## src/rtl/ysyx_22040237_idu_stage.sv

```systemverilog
// ysyx_22040237_idu_stage: decode stage between IFU and EXU with a RAW scoreboard
// and a halt latch for EBREAK/invalid encodings.
module ysyx_22040237_idu_stage #(
  parameter int XLEN = 64,
  parameter int PCW = 32,
  parameter logic [7:0] OP_NOP = 8'h00,
  parameter logic [7:0] OP_ADD = 8'h01
) (
  input  logic            clk,
  input  logic            rst,
  input  logic            if_valid,
  output logic            if_ready,
  input  logic [31:0]     if_inst,
  input  logic [PCW-1:0]  if_pc,
  input  logic            flush,
  output logic [4:0]      rs1_addr,
  output logic [4:0]      rs2_addr,
  input  logic [XLEN-1:0] rs1_data,
  input  logic [XLEN-1:0] rs2_data,
  input  logic            wb_valid,
  input  logic [4:0]      wb_rd,
  output logic            ex_valid,
  input  logic            ex_ready,
  output logic [7:0]      inst_opcode,
  output logic [XLEN-1:0] op1,
  output logic [XLEN-1:0] op2,
  output logic [PCW-1:0]  op1_jump,
  output logic [PCW-1:0]  op2_jump,
  output logic            is_jump,
  output logic [4:0]      rd_addr,
  output logic            rd_wen,
  output logic            inst_ebreak,
  output logic            invalid_inst
);
  logic [31:0] inst;
  logic [PCW-1:0] pc;
  logic stage_valid, halted;
  logic [31:0] sb, sb_set, sb_clr;
  logic [6:0] opc, f7;
  logic [2:0] f3;
  logic is_addi, is_add, is_lui, is_auipc, is_jal, is_jalr, is_ebreak, is_valid;
  logic [XLEN-1:0] imm_i, imm_u, imm_j, pc_x, d_op1, d_op2;
  logic [PCW-1:0] d_op1_jump, d_op2_jump;
  logic uses_rs1, uses_rs2, raw1, raw2, hazard, issue, load, d_wen;
  assign opc = inst[6:0];
  assign f3 = inst[14:12];
  assign f7 = inst[31:25];
  assign rs1_addr = inst[19:15];
  assign rs2_addr = inst[24:20];
  assign is_addi = opc == 7'b0010011 && f3 == 3'b000;
  assign is_add = opc == 7'b0110011 && f3 == 3'b000 && f7 == 7'b0000000;
  assign is_lui = opc == 7'b0110111;
  assign is_auipc = opc == 7'b0010111;
  assign is_jal = opc == 7'b1101111;
  assign is_jalr = opc == 7'b1100111 && f3 == 3'b000;
  assign is_ebreak = inst == 32'h00100073;
  assign is_valid = is_addi || is_add || is_lui || is_auipc || is_jal || is_jalr;
  assign imm_i = {{(XLEN-12){inst[31]}}, inst[31:20]};
  assign imm_u = {{(XLEN-32){inst[31]}}, inst[31:12], 12'b0};
  assign imm_j = {{(XLEN-21){inst[31]}}, inst[31], inst[19:12], inst[20], inst[30:21], 1'b0};
  assign pc_x = {{(XLEN-PCW){1'b0}}, pc};
  always_comb begin
    d_op1 = (is_addi || is_add) ? rs1_data : (is_auipc || is_jal || is_jalr) ? pc_x : '0;
    d_op2 = is_addi ? imm_i : is_add ? rs2_data : (is_lui || is_auipc) ? imm_u :
            (is_jal || is_jalr) ? XLEN'(4) : '0;
    d_op1_jump = is_jal ? pc : is_jalr ? rs1_data[PCW-1:0] : '0;
    d_op2_jump = is_jal ? imm_j[PCW-1:0] : is_jalr ? imm_i[PCW-1:0] : '0;
  end
  assign d_wen = is_valid && inst[11:7] != 5'd0;
  // A source is busy if its result is still outstanding or sits unaccepted in the output register
  assign uses_rs1 = is_addi || is_add || is_jalr;
  assign uses_rs2 = is_add;
  assign raw1 = uses_rs1 && rs1_addr != 5'd0 &&
                (sb[rs1_addr] || (ex_valid && rd_wen && rd_addr == rs1_addr));
  assign raw2 = uses_rs2 && rs2_addr != 5'd0 &&
                (sb[rs2_addr] || (ex_valid && rd_wen && rd_addr == rs2_addr));
  assign hazard = raw1 || raw2;
  assign issue = stage_valid && !halted && !flush && !hazard && (!ex_valid || ex_ready);
  assign if_ready = !halted && (!stage_valid || issue);
  assign load = if_valid && if_ready && !flush;
  assign sb_set = (ex_valid && ex_ready && rd_wen && !flush) ? (32'd1 << rd_addr) : 32'd0;
  assign sb_clr = wb_valid ? (32'd1 << wb_rd) : 32'd0;
  always_ff @(posedge clk or negedge rst) begin
    if (!rst) begin
      inst <= '0;
      pc <= '0;
      stage_valid <= 1'b0;
      halted <= 1'b0;
      sb <= '0;
      ex_valid <= 1'b0;
      inst_opcode <= OP_NOP;
      op1 <= '0;
      op2 <= '0;
      op1_jump <= '0;
      op2_jump <= '0;
      is_jump <= 1'b0;
      rd_addr <= '0;
      rd_wen <= 1'b0;
      inst_ebreak <= 1'b0;
      invalid_inst <= 1'b0;
    end else begin
      sb <= ((sb & ~sb_clr) | sb_set) & ~32'd1;
      if (issue && !is_valid) halted <= 1'b1;
      stage_valid <= (flush || halted) ? 1'b0 : load ? 1'b1 : issue ? 1'b0 : stage_valid;
      if (load) begin
        inst <= if_inst;
        pc <= if_pc;
      end
      ex_valid <= flush ? 1'b0 : issue ? 1'b1 : ex_ready ? 1'b0 : ex_valid;
      if (issue) begin
        inst_opcode <= is_valid ? OP_ADD : OP_NOP;
        op1 <= d_op1;
        op2 <= d_op2;
        op1_jump <= d_op1_jump;
        op2_jump <= d_op2_jump;
        is_jump <= is_jal || is_jalr;
        rd_addr <= inst[11:7];
        rd_wen <= d_wen;
        inst_ebreak <= is_ebreak;
        invalid_inst <= !is_valid && !is_ebreak;
      end
    end
  end
endmodule

```

## config.mk

```make
export PLATFORM = sky130hd
export DESIGN_NAME = ysyx_22040237_idu_stage
export DESIGN_NICKNAME = d
export VERILOG_FILES = /design/src/rtl/ysyx_22040237_idu_stage.sv
export SDC_FILE = /design/constraint.sdc
export NUM_CORES = 1
export LEC_CHECK = 0
export BUFFER_PORTS_ARGS = -buffer_cell sky130_fd_sc_hd__buf_2
export CAP_MARGIN = 40
export CORE_MARGIN = 2
export CORE_UTILIZATION = 35
export CTS_BUF_LIST = sky130_fd_sc_hd__clkbuf_4 sky130_fd_sc_hd__clkbuf_8 sky130_fd_sc_hd__clkbuf_16
export DETAILED_ROUTE_END_ITERATION = 8
export SLEW_MARGIN = 15
export SYNTH_ARGS = -nofsm -noshare
export SYNTH_HDL_FRONTEND = slang
export SYNTH_SLANG_ARGS = --single-unit
```

## constraint.sdc

```tcl
create_clock -name clk -period 8 [get_ports clk]
set_clock_uncertainty 0.2 [all_clocks]
set_input_delay 0.8 -clock clk [delete_from_list [all_inputs] [get_ports clk]]
set_output_delay 0.8 -clock clk [all_outputs]
set_load 0.005 [all_outputs]
```

==> impl_metrics.tcl <==
set metrics [dict create \
    status "finished, final reports clean" \
    routed_wl_um 57300 \
    pwr_density_cell_nw_per_um2 259 \
    core_um2 43100 \
    synth-main-ff-cell "dfrtp_1" \
    tightest_slew_ns 0.925 \
    grt_pass1_vias 14158 \
    synth_edf_count 0 \
    die_w_um 213 \
    cp.required_ns 7.00 \
    fmax_ghz 0.201 \
    avgRoutedWirePerCell_um 22.0 \
    layout_min_cycle_time_ns 4.98 \
    yosys_warnings 0 \
    syn_inst 1704 \
    ioPinCount 424 \
    grt_max_degree 228 \
    yosysUniqueCellTypes 47 \
    initial_core_util_pct 35.5 \
    worst-setup-path-type "register to output pin" \
    drc 0 \
    hold_viol_final 0 \
    period_share_pct 62.2 \
    r2r_end "op1[38]$_DFFE_PN0P_" \
    gp_congestion 0.861 \
    yosys.area_share.simple_pct 14.1 \
    cts_made_buffers 36 \
    hold_class "primary input to async pin" \
    netlist.area_leader.share_pct 47.4 \
    drive_above_1_share_pct 28.0 \
    synth.area.top_cells "dfrtp_1, o21ai_0, o21ai_1" \
    yosysTopAreaCell "dfrtp_1" \
    path_clk_slew_ns 0.06 \
    synth_fa_ha_area_share_pct 0 \
    grt_antenna_before_repair 16 \
    critPathArrivalTime_ns 3.98 \
    cts.sink_count 289 \
    yosysMostFrequentCell "dfrtp_1" \
    fin_ws_ns 3.02 \
    cts_buffer_depth 3 \
    grt_first_pass_wirelength_um 86500 \
    synth_seq_cells 289 \
    vias 15129 \
    finalPower_mw 4.88 \
    total_leakage_power_nw 8.35 \
    grt_use_total_pct 24.6 \
    rows 76 \
    vias_per_cell 5.81 \
    cts_resized 0 \
    syn_area_per_cell_um2 8.96 \
    postCtsHoldBufs 0 \
    synth_mux_area_share_pct 3.10 \
    rr_worst_depth 10 \
    final_cells 2605 \
    place_inst 2531 \
    drtIter0Drc 1574 \
    synth_compound_area_share_pct 28.2 \
    finalSetupTns_ns 0 \
    place_ws_ns 3.56 \
    nets 2188 \
    cts-root-buf "clkbuf_16" \
    maxSlewViolCount 0 \
    seq_area_frac_synth_pct 47.4 \
    clk-insertion-delay-late_ns 0.55 \
    globalRouteOverflowTotal 0 \
    hpwl_um 37700 \
    endpoint_kind "output pin" \
    first_pass_iters 5 \
    io_buffer_count 416 \
    synth_common_cells "dfrtp_1, o21ai_0, o21ai_1" \
    die_area_um2 45300 \
    max_cap_violations 0 \
    synth_area_um2 15300 \
    rsz0062_at_grt "no" \
    crit_fanout 18 \
    r2r_start "inst[15]$_DFFE_PN0P_" \
    synth_top_family_by_area "compound AO/OA/AOI/OAI gates" \
    async_flop_share_pct 100 \
    area_growth_pct 23.6 \
    slew_headroom_pct 38.4 \
    setup.worst_path.start_class "register" \
    cts_tree "done" \
    cts_max_level 2 \
    r2r_setup_slack_ns 3.91 \
    synthXorXnorAreaFrac_pct 0.574 \
    cts_post_setup_buffers_inserted 0 \
    chipHeight_um 213 \
    setup_viol 0 \
    drt.antenna.violating_nets 0 \
    vdd_drop_max_mv 0.126 \
]
-- critical path: stages, from the launching register on --
cell       delay (ns)
dfrtp_1          0.59
buf_4            0.30
mux2_2           0.35
o311ai_0         0.33
nor3_1           0.10
a2111oi_0        0.72
o32ai_4          0.24
nand2b_4         0.31
a21oi_1          0.30
buf_2            0.17
-- metal layers --
metal / GRT usage (%) / vias to the layer above / share of wire, %
li1: - / 6857 / -
met1: 33.4 / 7457 / 42
met2: 38.2 / 691 / 46
met3: 6.12 / 110 / 8.7
met4: 8.32 / 14 / 3.0
met5: 0 / - / 0.18
-- final cells by class --
type                            instances  area, um^2
Antenna cell                           10        25.0
Clock buffer                           56        1130
Clock inverter                          7        60.1
Fill cell                            4269       24200
Inverter                               14        52.6
Multi-Input combinational cell       1193        7130
Sequential cell                       289        7240
Tap cell                              585         732
Timing Repair Buffer                  451        2510
-- where the power goes --
part	total, mW	switching, mW	internal, mW
clock network	1.67	0.665	1.00
registers	2.16	0.472	1.69
logic	1.06	0.573	0.483
-- registers in the layout, indices dropped and copies added, names as in the netlist, 5 cells and up --
name / count
op2: 64
op2_jump: 21
inst: 32
op1: 64
sb: 31
rd_addr: 5
pc: 32
op1_jump: 32
-- cells in the final DEF, fill, tap and decap left out, types with 7 or more instances in the layout --
cell and n:
a31oi_1 64, clkbuf_8 10, o21ai_1 190, buf_2 415, xnor2_1 8, nor2_1 11
clkbuf_16 37, inv_1 14, o211ai_1 64, nand3b_1 71, clkbuf_4 9, a221oi_1 20
nand3_1 136, o21ai_0 241, buf_4 25, diode_2 10, mux2_2 8, dfrtp_1 288
mux4_2 13, o31ai_1 11, nand2_1 157, a22oi_1 83, conb_1 7, a21boi_0 33
mux2i_1 9
-- cells by family (layout without fill, tap and decap cells) --
| logic type | after synthesis | in the layout |
|---|---|---|
| compound gates | 725 | 725 |
| simple gates | 421 | 421 |
| flops | 289 | 289 |
| buf+inv | 228 | 528 |
| mux | 30 | 30 |
| xor+xnor | 10 | 10 |
| other cells | 1 | 17 |
-- how the worst max path moves through the flow --
stage | start | to | slack (ns) | depth (start not counted)
4_1_cts | inst[15]$_DFFE_PN0P_ | if_ready | 2.97 | 9
2_1_floorplan | inst[3]$_DFFE_PN0P_ | if_ready | 3.92 | 10
6_report | inst[15]$_DFFE_PN0P_ | if_ready | 3.02 | 9
3_5_place_dp | inst[15]$_DFFE_PN0P_ | if_ready | 3.56 | 9
5_1_grt | inst[15]$_DFFE_PN0P_ | if_ready | 2.78 | 9
3_3_place_gp | inst[15]$_DFFE_PN0P_ | if_ready | 3.55 | 9
-- metrics by stage --
| step | hold slack, ns | utilization [%] | area, um^2 |
|---|---|---|---|
| after floorplan | 0.251 | - | 15300 |
| after global placement | 0.276 | 40.5 | 17400 |
| after detailed placement | 0.283 | 40.9 | 17600 |
| after CTS | 0.0462 | 43.7 | 18800 |
| after global routing | 0.0700 | 43.8 | 18900 |
| final | 0.0340 | 43.8 | 18900 |
Note: power is estimated with default switching activity, not from simulation.
